File: src/rtl/syscall_pkg.sv
// ============================================================================
//  Module   : syscall_pkg
//  Brief    : Shared constants, command/state encodings and the hex-digit
//             helper for the syscall console.
//             SYSCALL_NEWLINE_EN adds the ST_NL state to the FSM encoding.
//  Revision : 1.0  initial release
// ============================================================================
`default_nettype none

package syscall_pkg;

    // Service codes as they arrive in $v0
    localparam logic [31:0] SYS_PRINT_INT  = 32'd1;
    localparam logic [31:0] SYS_EXIT       = 32'd10;
    localparam logic [31:0] SYS_PRINT_CHAR = 32'd11;

    // Compact command stored alongside the parameter in each FIFO entry
    typedef enum logic [1:0] {
        CMD_CHAR = 2'd0,
        CMD_INT  = 2'd1,
        CMD_EXIT = 2'd2
    } cmd_t;

    localparam logic [7:0] ASCII_0       = 8'h30;
    localparam logic [7:0] ASCII_A_LOWER = 8'h61;
    localparam logic [7:0] ASCII_NL      = 8'h0A;

    typedef enum logic [2:0] {
        ST_IDLE = 3'd0,
        ST_CHAR = 3'd1,
        ST_HEX  = 3'd2,
        ST_HALT = 3'd3
`ifdef SYSCALL_NEWLINE_EN
        , ST_NL = 3'd4
`endif
    } state_t;

    // Lowercase ASCII hex digit for one nibble
    function automatic logic [7:0] hex_ascii(input logic [3:0] nib);
        if (nib < 4'd10)
            return ASCII_0 + {4'd0, nib};
        else
            return ASCII_A_LOWER + {4'd0, nib - 4'd10};
    endfunction

endpackage

`default_nettype wire

File: src/rtl/syscall_fifo.sv
// ============================================================================
//  Module   : syscall_fifo
//  Brief    : Synchronous DEPTH x WIDTH FIFO with occupancy count. Pushes
//             while full and pops while empty are ignored.
//  Revision : 1.0  initial release
// ============================================================================
`default_nettype none

module syscall_fifo #(
    parameter int DEPTH = 4,
    parameter int PTR_W = 2,
    parameter int WIDTH = 34
) (
    input  logic             clock,
    input  logic             reset_n,
    input  logic             push,
    input  logic             pop,
    input  logic [WIDTH-1:0] wdata,
    output logic [WIDTH-1:0] rdata,
    output logic             full,
    output logic             empty,
    output logic [PTR_W:0]   count
);

    localparam logic [PTR_W:0] FULL_CNT = (PTR_W + 1)'(DEPTH);

    logic [WIDTH-1:0] mem [DEPTH];
    logic [PTR_W-1:0] wr_ptr;
    logic [PTR_W-1:0] rd_ptr;
    logic             do_push;
    logic             do_pop;

    assign full    = (count == FULL_CNT);
    assign empty   = (count == '0);
    assign do_push = push && !full;
    assign do_pop  = pop && !empty;
    assign rdata   = mem[rd_ptr];

    // Storage array; contents need no reset since count gates every read
    always_ff @(posedge clock) begin
        if (do_push)
            mem[wr_ptr] <= wdata;
    end

    // Pointers wrap naturally because DEPTH is a power of two
    always_ff @(posedge clock or negedge reset_n) begin
        if (!reset_n) begin
            wr_ptr <= '0;
            rd_ptr <= '0;
            count  <= '0;
        end else begin
            if (do_push)
                wr_ptr <= wr_ptr + PTR_W'(1);
            if (do_pop)
                rd_ptr <= rd_ptr + PTR_W'(1);
            case ({do_push, do_pop})
                2'b10:   count <= count + (PTR_W + 1)'(1);
                2'b01:   count <= count - (PTR_W + 1)'(1);
                default: count <= count;
            endcase
        end
    end

endmodule

`default_nettype wire

File: src/rtl/syscall_console.sv
// ============================================================================
//  Module   : syscall_console
//  Brief    : Queues PRINT_INT / PRINT_CHAR / EXIT syscalls and serialises
//             them onto a valid/ready ASCII byte port; sticky halt and
//             bad-syscall flags; stall_req back-pressure when full.
//             Define SYSCALL_NEWLINE_EN to follow every PRINT_INT with 0x0A.
//  Revision : 1.0  initial release
// ============================================================================
`default_nettype none

module syscall_console
    import syscall_pkg::*;
#(
    parameter int DEPTH = 4,
    parameter int PTR_W = 2
) (
    input  logic             clock,
    input  logic             reset_n,
    input  logic             syscall_valid,
    input  logic [31:0]      syscall_funct,
    input  logic [31:0]      syscall_param1,
    output logic             stall_req,
    output logic             out_valid,
    output logic [7:0]       out_data,
    input  logic             out_ready,
    output logic             halted,
    output logic             bad_syscall,
    output logic [PTR_W:0]   pending
);

    state_t      state;
    state_t      state_next;
    logic        supported;
    logic [1:0]  new_cmd;
    logic        push;
    logic        pop;
    logic        full;
    logic        empty;
    logic [33:0] head;
    logic [1:0]  head_cmd;
    logic [31:0] param_q;
    logic [2:0]  idx;

    // Funct decode into the stored command encoding
    always_comb begin
        supported = 1'b1;
        new_cmd   = CMD_CHAR;
        case (syscall_funct)
            SYS_PRINT_CHAR: new_cmd = CMD_CHAR;
            SYS_PRINT_INT:  new_cmd = CMD_INT;
            SYS_EXIT:       new_cmd = CMD_EXIT;
            default:        supported = 1'b0;
        endcase
    end

    // Full blocks enqueue outright, even if the serialiser pops this cycle
    assign push      = syscall_valid && !halted && supported && !full;
    assign stall_req = full;
    assign halted    = (state == ST_HALT);
    assign head_cmd  = head[33:32];

    syscall_fifo #(
        .DEPTH (DEPTH),
        .PTR_W (PTR_W),
        .WIDTH (34)
    ) u_fifo (
        .clock   (clock),
        .reset_n (reset_n),
        .push    (push),
        .pop     (pop),
        .wdata   ({new_cmd, syscall_param1}),
        .rdata   (head),
        .full    (full),
        .empty   (empty),
        .count   (pending)
    );

    // Sticky unsupported-funct flag, frozen once halted
    always_ff @(posedge clock or negedge reset_n) begin
        if (!reset_n)
            bad_syscall <= 1'b0;
        else if (syscall_valid && !halted && !supported)
            bad_syscall <= 1'b1;
    end

    // Serialiser state register
    always_ff @(posedge clock or negedge reset_n) begin
        if (!reset_n)
            state <= ST_IDLE;
        else
            state <= state_next;
    end

    // Latch the popped parameter; step the nibble index on each hex transfer
    always_ff @(posedge clock or negedge reset_n) begin
        if (!reset_n) begin
            param_q <= '0;
            idx     <= '0;
        end else if (pop) begin
            param_q <= head[31:0];
            idx     <= 3'd7;
        end else if (state == ST_HEX && out_ready) begin
            idx     <= idx - 3'd1;
        end
    end

    // Next state and byte-port outputs; out_valid comes only from state
    always_comb begin
        state_next = state;
        pop        = 1'b0;
        out_valid  = 1'b0;
        out_data   = 8'h00;
        case (state)
            ST_IDLE: begin
                if (!empty) begin
                    pop = 1'b1;
                    case (head_cmd)
                        CMD_CHAR: state_next = ST_CHAR;
                        CMD_INT:  state_next = ST_HEX;
                        default:  state_next = ST_HALT;
                    endcase
                end
            end
            ST_CHAR: begin
                out_valid = 1'b1;
                out_data  = param_q[7:0];
                if (out_ready)
                    state_next = ST_IDLE;
            end
            ST_HEX: begin
                out_valid = 1'b1;
                out_data  = hex_ascii(param_q[{idx, 2'b00} +: 4]);
                if (out_ready && idx == 3'd0)
`ifdef SYSCALL_NEWLINE_EN
                    state_next = ST_NL;
`else
                    state_next = ST_IDLE;
`endif
            end
`ifdef SYSCALL_NEWLINE_EN
            ST_NL: begin
                out_valid = 1'b1;
                out_data  = ASCII_NL;
                if (out_ready)
                    state_next = ST_IDLE;
            end
`endif
            ST_HALT: state_next = ST_HALT;
            default: state_next = ST_IDLE;
        endcase
    end

endmodule

`default_nettype wire

File: config.mk
export PLATFORM = sky130hd
export DESIGN_NAME = syscall_console
export DESIGN_NICKNAME = d
export VERILOG_FILES = /design/src/rtl/syscall_pkg.sv /design/src/rtl/syscall_fifo.sv /design/src/rtl/syscall_console.sv
export SDC_FILE = /design/constraint.sdc
export NUM_CORES = 1
export LEC_CHECK = 0
export BUFFER_PORTS_ARGS = -buffer_cell sky130_fd_sc_hd__buf_2
export CAP_MARGIN = 20
export CORE_UTILIZATION = 40
export CTS_CLUSTER_DIAMETER = 60
export DETAILED_ROUTE_END_ITERATION = 10
export SETUP_SLACK_MARGIN = 0.3
export SKIP_CTS_REPAIR_TIMING = 1
export SYNTH_ARGS = -nofsm -noshare
export SYNTH_HDL_FRONTEND = slang
export SYNTH_SLANG_ARGS = --single-unit
export TNS_END_PERCENT = 20
File: constraint.sdc
create_clock -name clock -period 3.4 [get_ports clock]
set_input_delay 0.34 -clock clock [delete_from_list [all_inputs] [get_ports clock]]
set_output_delay 0.34 -clock clock [all_outputs]
set_load 0.01 [all_outputs]
# [Word-level counts from Yosys, hierarchy flattened]
# Memories as Yosys holds them, arrays and structs flattened.
# Cells that the tools add are included.
[word_totals] ff_bits=46 out_inout_bits=15 ramBits=136 n_memories=1 inputBits=68 wordCells=69
[memory_table] name="u_fifo.mem" words=4 width=34 read_ports=1 rd_clocked_by_memory_dff=0 write_ports=1 line="syscall_fifo.sv:27" source="logic [WIDTH-1:0] mem [DEPTH];"
[classes] mux=17 n_addsub=8 n_reduce_logical=21 n_eq_ne=13 shifts=1 magnitude_cmp=1
[ops] operator="equality test 32 x 4 -> 1 bit (second input constant)" count=2
[ops] operator="equality test 32 x 1 -> 1 bit (second input constant)" count=1
[ops] operator="variable part select 32 x 6 -> 4 bit" count=1
[ops] operator="one-hot mux 8 bit (2 select lines)" count=1
[ops] operator="2-to-1 mux 3 bit" count=5
[ops] operator="one-hot mux 3 bit (4 select lines)" count=1
[ops] operator="zero test 3 bit" count=3
[ops] operator="adder 7 x 4 -> 8 bit (first input constant)" count=1
[ops] operator="logical AND 1 bit" count=8
[ops] operator="2-to-1 mux 8 bit" count=1
[ops] operator="one-hot mux 2 bit (2 select lines)" count=2
[ops] operator="adder 6 x 4 -> 7 bit (first input constant)" count=1
[ops] operator="equality test 3 x 2 -> 1 bit (second input constant)" count=2
[ops] operator="2-to-1 mux 1 bit" count=6
[ops] operator="one-hot mux 3 bit (2 select lines)" count=1
[ops] operator="subtractor 3 x 1 -> 3 bit (second input constant)" count=2
[ops] operator="adder 2 x 1 -> 2 bit (second input constant)" count=2
[ops] operator="equality test 2 x 1 -> 1 bit (second input constant)" count=2
[ops] operator="zero test 1 bit" count=4
[ops] operator="less-than comparator 4 bit (second input constant)" count=1
[ops] operator="inequality test 2 bit (second input constant)" count=2
[ops] operator="nonzero test 2 bit" count=2
[ops] operator="subtractor 4 bit (second input constant)" count=1
[ops] operator="adder 3 x 1 -> 3 bit (second input constant)" count=1
[ops] operator="other kinds (8)" count=8

# [Depth between registers and ports, before layout]
# Gate-level depths: netlist of the first run.
[depth] ltp_word=8 mapped_depth=11 depth_no_buf=11

# [Cells and area by module]
# A second synthesis of the first run with hierarchy kept.
[unflattened] hier_cells=458 hier_area_um2=7567.3
[modules_own_cells] mod="syscall_fifo" seq_area_each_um2=4259.1 area_each_um2=5383.9 cells_each=216 instances=1
[modules_own_cells] mod="syscall_console" seq_area_each_um2=950.9 area_each_um2=2183.3 cells_each=242 instances=1

# [Least setup slack after synthesis of the first run]
# No wires, ideal clock.
[synth_path] path_kind="input-to-reg" start="input syscall_funct[2]" end="memory u_fifo.mem[0][0], enable pin" cell_stages=4 required_time_ps=3006 arrival_ps=2159 n_path_buf=0 slack_ps=847 setup_ps=394 cell_sequence="nor4_1 -> nand4_1 -> nor4_4 -> and2_1"
[synth_via] elab_chain_len=8 elab_cells_between_ends=10 classes_between="3 x eq/ne; 3 x mux; 4 x reduce/logical"
[synth_rtl] item="start: declaration" line="syscall_console.sv:20" source="input logic [31:0] syscall_funct,"
[synth_rtl] item="equality test 32 x 4 -> 1 bit / equality test 32 x 1 -> 1 bit (equally long branches)" line="syscall_console.sv:48" source="case (syscall_funct)"
[synth_rtl] item="OR reduction 3 bit (no line) (*)"
[synth_rtl] item="2-to-1 mux 1 bit (*)" line="syscall_console.sv:48"
[synth_rtl] item="logical AND 1 bit (*) (2 in a row)" line="syscall_console.sv:57" source="assign push = syscall_valid && !halted && supported && !full;"
[synth_rtl] item="logical AND 1 bit (*)" line="syscall_fifo.sv:35" source="assign do_push = push && !full;"
[synth_rtl] item="2-to-1 mux 1 bit (*)" line="syscall_fifo.sv:41" source="if (do_push)"
[synth_rtl] item="2-to-1 mux 1 bit (not written as such) (*)" line="syscall_fifo.sv:42" source="mem[wr_ptr] <= wdata;"
[synth_rtl] item="end: declaration" line="syscall_fifo.sv:27"
# Every way passes the cells marked *; elsewhere a longest branch is shown, timed or not.

# [Final worst setup path of the first run]
[layout_path] start="register idx[0]" end="output out_data[4]"
[layout_via] elab_chain_len=5 elab_cells_between_ends=7 classes_between="3 x add/sub; 1 x order compare; 1 x shift; 2 x mux"
[layout_rtl] item="start: declaration" line="syscall_console.sv:42" source="logic [2:0] idx;"
[layout_rtl] item="start signal: assignment" line="syscall_console.sv:103" source="idx <= idx - 3'd1;"
[layout_rtl] item="variable part select 32 x 6 -> 4 bit (*)" line="syscall_console.sv:132" source="out_data = hex_ascii(param_q[{idx, 2'b00} +: 4]);"
[layout_rtl] item="subtractor 4 bit" line="syscall_pkg.sv:43" source="return ASCII_A_LOWER + {4'd0, nib - 4'd10};"
[layout_rtl] item="adder 7 x 4 -> 8 bit" line="syscall_pkg.sv:43"
[layout_rtl] item="2-to-1 mux 8 bit (*)" line="syscall_pkg.sv:40" source="if (nib < 4'd10)"
[layout_rtl] item="one-hot mux 8 bit (2 select lines) (*)" line="syscall_console.sv:113" source="case (state)"
[layout_rtl] item="end: declaration" line="syscall_console.sv:24" source="output logic [7:0] out_data,"
# Marked as above.

==> results of run 1 <==
-- cell usage in the layout (no fill, tap or decap), types with 6 or more instances in the layout --
cell	n
and2_1	7
buf_2	82
buf_4	8
clkbuf_16	20
dfrtp_1	43
edfxtp_1	136
ha_1	13
inv_1	11
mux2_2	33
mux4_2	40
nand2_1	17
nor4_1	6
o21ai_0	6
xnor2_1	6
-- path summary, 6_finish.rpt --
check / depth (start not counted) / slack, ns / end
max in group asynchronous: 3 / 2.22 / u_fifo.rd_ptr[0]
setup reg to reg: 6 / 1.04 / u_fifo.mem[1][9]
min in group asynchronous: 2 / 0.43 / bad_syscall
hold reg to reg: 1 / 0.46 / bad_syscall
hold / removal: 1 / 0.13 / u_fifo.mem[3][26]
setup / recovery: 8 / 0.43 / out_data[4]
-- cells by family after synthesis --
group / Yosys count / share of synthesized area (%)
compound gates: 24 / 2.50
simple gates: 52 / 3.82
xor+xnor: 9 / 1.06
buf+inv: 26 / 1.54
flops: 181 / 69.8
mux: 79 / 18.9
fa+ha+maj: 14 / 2.45
-- layout make-up --
| type | count | area (um^2) | area share, % |
|---|---|---|---|
| Tap cell | 229 | 287 | 3.22 |
| Clock inverter | 10 | 163 | 1.83 |
| Timing Repair Buffer | 94 | 526 | 5.91 |
| Inverter | 12 | 45.0 | 0.507 |
| Multi-Input combinational cell | 178 | 2140 | 24.1 |
| Clock buffer | 22 | 518 | 5.83 |
| Sequential cell | 181 | 5210 | 58.6 |
-- state kept, by name, indices dropped and copies added, names as in the netlist --
signal,count
u_fifo.mem,136
idx,3
u_fifo.rd_ptr,2
param_q,32
state,2
u_fifo.wr_ptr,2
u_fifo.count,3
bad_syscall,1
-- worst max-delay path: stages, from the launching register on --
cell      delay, ns
dfrtp_2        0.38
clkbuf_2       0.17
mux4_2         0.50
mux2_4         0.31
ha_1           0.21
nor2b_1        0.14
a221oi_1       0.24
o21ai_0        0.12
buf_2          0.15
-- through the flow --
step | setup WS [ns] | utilization (%) | hold slack [ns]
3_5_place_dp | 0.680 | 45.0 | 0.361
6_report | 0.429 | 49.0 | 0.134
2_1_floorplan | 0.847 | - | 0.0444
5_1_grt | 0.265 | 49.0 | 0.114
3_3_place_gp | 0.744 | 45.0 | 0.343
4_1_cts | 0.215 | 48.8 | -0.108
-- layer usage --
layer | track usage [%] | wire, um
met4 | 6.14 | 195
met2 | 25.9 | 6900
met5 | 0 | 0
met3 | 3.21 | 399
met1 | 20.3 | 6340
-- where the power goes --
group	switching (mW)	total, mW	internal [mW]
combinational	0.0392	0.0711	0.0319
clock	0.784	2.17	1.38
sequential	0.000246	2.38	2.38
total	0.824	4.62	3.79
==> flow_summary.yaml, run 1 <==
outcome:
  status: "complete, but fails checks"
  violations: "design-rule violations"
global_routing:
  grt_pass1_vias: 3931
  grt-ovfl-total: 0
  grt_usage_pct: 15.6
  antenna_found_initial: 0
  grt_pass1_wl_mm: 22.1
  grt_max_degree: 35
placed_design:
  hpwlAfterDp_mm: 8.88
  finalWeightedCongestion: 0.796
  dp_cells: 690
  port_buffers: 82
  post_dp_cell_area_um2: 8170
sta:
  setup_viol: 0
  fin_setup_tns_ns: 0
  finalHoldViolations: 0
  max_freq_mhz: 337
  clock_skew_ns: 0.0107
  fin_crit_sh_pct: 87.4
  worst_pin_slew_ns: 0.567
  slew_headroom_pct: 62.2
  period_needed_ns: 2.97
  slew_violations: 0
  rsz0062_at_grt: "yes"
setup_path:
  r2r_start: "state[0]"
  crit_start: "idx[0]"
  cp-start-kind: "flip-flop"
  arrival_ns: 2.63
  crit_type: "flip-flop to primary output"
  endpoint_kind: "primary output"
  critPathMaxFanout: 4
  required_ns: 3.06
cts:
  clk-insertion-delay-late_ns: 0.42
  clock_path_buffers: 2
  numCtsBuffers: 17
  htree_levels: 4
  cts_tree: "done"
  cts_sinks: 181
  clockRootBuffer: "clkbuf_16"
  clk_pin_slew_worst_paths_ns: 0.06
floorplanning:
  die_area_um2: 19200
  initial_core_util_pct: 41.1
  die_h_um: 139
  num_rows: 49
  core_um2: 18100
  die_x_um: 139
  design.portCount: 83
synthesis:
  syn_inst: 385
  synthFlopType: "edfxtp_1"
  syn_area_um2: 7470
  syn_avg_cell_area_um2: 19.4
  synth-seq-cells: 181
  synth_enable_flop_cells: 136
  synth.most_common_cell: "edfxtp_1"
  yosysTopAreaCell: "edfxtp_1"
  synth_top_area_share_pct: 54.7
  yosys-top-cells-count: "edfxtp_1 (136), dfrtp_1 (45), mux4_2 (40)"
  synth_area_leaders: "edfxtp_1 (55%), dfrtp_1 (15%), mux4_2 (12%), mux2_2 (5.0%), ha_1 (2.2%)"
  yosysUniqueCellTypes: 43
  async_flop_share_pct: 24.9
  ys_seq_area_share_pct: 69.8
  synthesis.nets: 467
  yosys_warnings: 0
layout:
  area_growth_pct: 19.1
  drive_above_1_share_pct: 41.6
  nFillCells: 1554
  final_cell_area_um2: 8890
  fin_cells: 726
  diodes: 0
  nets: 566
pwr:
  p_leak_nw: 3.31
  p_per_area_nw_per_um2: 519
  ir_worst_vdd_uv: 360
  power_mw: 4.62
drt:
  wirelength_mm: 13.8
  drtIter0Drc: 213
  avgViaCountPerCell: 5.20
  final_antenna_net_count: 0
  wl_per_cell_um: 19.1
  vias: 3775
  drc: 6
  drtPass1Iterations: 7
hold_path:
  hp-start: "syscall_param1[26]"
  hold_class: "input port to flip-flop"
flow_run:
  cap_viol_max_count: 0
No activity file was read; power rests on OpenSTA's default activity.
==> run 2, diff against run 1 <==
==> constraint.sdc (replaced) <==
create_clock -name clock -period 2.7 [get_ports clock]
set_input_delay 0.27 -clock clock [delete_from_list [all_inputs] [get_ports clock]]
set_output_delay 0.27 -clock clock [all_outputs]
set_load 0.01 [all_outputs]
==> run 2 against run 1 <==
Effect of this change:
- the flow finishes with violations (design-rule violations, negative setup slack)
- largest power group unchanged
- utilization rose by 0.57 points
- combinational power rose by 28%
- routed wire length rose by 1.0%
- sequential cell count did not move
- power rose by 23%
- final area rose by 1.2%
- non-clock buffer count rose by 8
- largest cell class unchanged
- highest routed layer unchanged
- sequential power rose by 26%
==> flow_summary.yaml, run 2 (synthesized netlist as in run 1, its figures left out) <==
setup_path:
  endpoint_kind: "primary output"
  crit_chain: "buf_12 > mux4_2 > mux2i_4 > buf_6 > ha_4 > o21ai_0 > o21ai_1 > buf_2"
  path_buf_inv: 3
  arrival_ns: 2.54
  critPathMaxStageDelay_ns: 0.53
  critPathMaxFanout: 5
  required_ns: 2.43
  r2r_slack_ns: 0.53
  cp_top_family: "multiplexers"
  crit_type: "flip-flop to primary output"
  cp-start-kind: "flip-flop"
  cp_slowest_cell: "mux4_2"
cts:
  clk-insertion-delay-late_ns: 0.42
  clockRootBuffer: "clkbuf_16"
  clock_path_buffers: 2
  clk_pin_slew_worst_paths_ns: 0.06
  cts_sinks: 181
  htree_levels: 4
  cts_tree: "done"
  numCtsBuffers: 17
layout:
  final_cell_mix: "edfxtp_1 (136), buf_2 (82), dfrtp_1 (42)"
  nets: 574
  final_cell_area_um2: 8990
  regMostFlops: "u_fifo.mem"
  diodes: 0
  drive_above_1_share_pct: 44.4
  layout_commonest_cell: "edfxtp_1"
  largest_reg_flops: 136
  fin_cells: 734
  top_regs: "u_fifo.mem x136, param_q x32"
  area_growth_pct: 20.5
placed_design:
  post_dp_cell_area_um2: 8250
  dp_cells: 694
  port_buffers: 82
  hpwlAfterDp_mm: 8.89
  finalWeightedCongestion: 0.805
floorplanning:
  design.portCount: 83
  die_h_um: 139
  die_area_um2: 19200
  num_rows: 49
  die_x_um: 139
  core_um2: 18100
  initial_core_util_pct: 41.1
global_routing:
  grt_pass1_wl_mm: 22.3
  grt_usage_pct: 15.7
  grt_pass1_vias: 3968
  antenna_found_initial: 0
  grt_max_degree: 37
  grt-ovfl-total: 0
drt:
  drc: 5
  drtPass1Iterations: 9
  wirelength_mm: 14.0
  drtIter0Drc: 232
  final_antenna_net_count: 0
  wl_per_cell_um: 19.0
  avgViaCountPerCell: 5.23
  vias: 3841
sta:
  fin_crit_sh_pct: 104
  setup_ws_ns: -0.114
  worst_pin_slew_ns: 0.588
  clock_skew_ns: 0.0107
  rsz0062_at_grt: "yes"
  slew_violations: 0
  period_needed_ns: 2.81
  hold_ws_ns: 0.0568
  max_freq_mhz: 355
  slew_headroom_pct: 60.2
  setup_viol: 4
  finalHoldViolations: 0
hold_path:
  hold_class: "input port to flip-flop"
pwr:
  p_leak_nw: 3.33
  p_per_area_nw_per_um2: 629
  ir_worst_vdd_uv: 438
outcome:
  status: "complete, but fails checks"
  violations: "design-rule violations, negative setup slack"
flow_run:
  cap_viol_max_count: 0
[run 2: changes by cell type in the layout (fill, tap and decap cells not counted), sizes merged]
cell / previous run / this run
clkbuf: 23 / 20
clkinv: 5 / 4
inv: 12 / 13
clkinvlp: 1 / 3
buf: 92 / 101
[run 2: final timing paths]
check	start	endpoint	cells after the start
hold reg to reg	bad_syscall	bad_syscall	1
setup / recovery	idx[0]	out_data[1]	8
min in group asynchronous	reset_n	param_q[7]	2
hold / removal	syscall_param1[24]	u_fifo.mem[3][24]	1
max in group asynchronous	reset_n	idx[0]	3
setup reg to reg	u_fifo.count[0]	u_fifo.count[1]	7
[run 2: final cells by class]
| cell class | instances | area [um^2] |
|---|---|---|
| Multi-Input combinational cell | 178 | 2190 |
| Sequential cell | 181 | 5210 |
| Timing Repair Buffer | 102 | 642 |
| Clock inverter | 12 | 175 |
| Tap cell | 229 | 287 |
| Inverter | 12 | 45.0 |
| Fill cell | 1502 | 9150 |
| Clock buffer | 20 | 447 |
[run 2: stage by stage]
step                utilization [%]  worst slack, ns  setup TNS (ns)  total power, mW
CTS                            48.9           -0.374           -1.49             5.71
global route                   49.6           -0.195          -0.832             5.85
global placement               45.4            0.151               0             3.14
detailed placement             45.4           0.0945               0             3.14
floorplan                         -            0.217               0             3.06
finish                         49.6           -0.114          -0.296             5.66
[run 2: where the power goes]
| group | internal [mW] | switching, mW | leakage, nW | total, mW |
|---|---|---|---|---|
| combinational | 0.0412 | 0.0496 | 1.24 | 0.0907 |
| clock | 1.57 | 0.999 | 0.297 | 2.57 |
| sequential | 2.99 | 0.000401 | 1.80 | 2.99 |
[run 2: layer usage]
metal	up-vias	GRT usage (%)	wire length, um
met5	-	0	0
met4	0	6.08	276
met3	25	3.83	522
met2	78	25.2	6920
met1	1987	20.6	6260
li1	1751	-	-
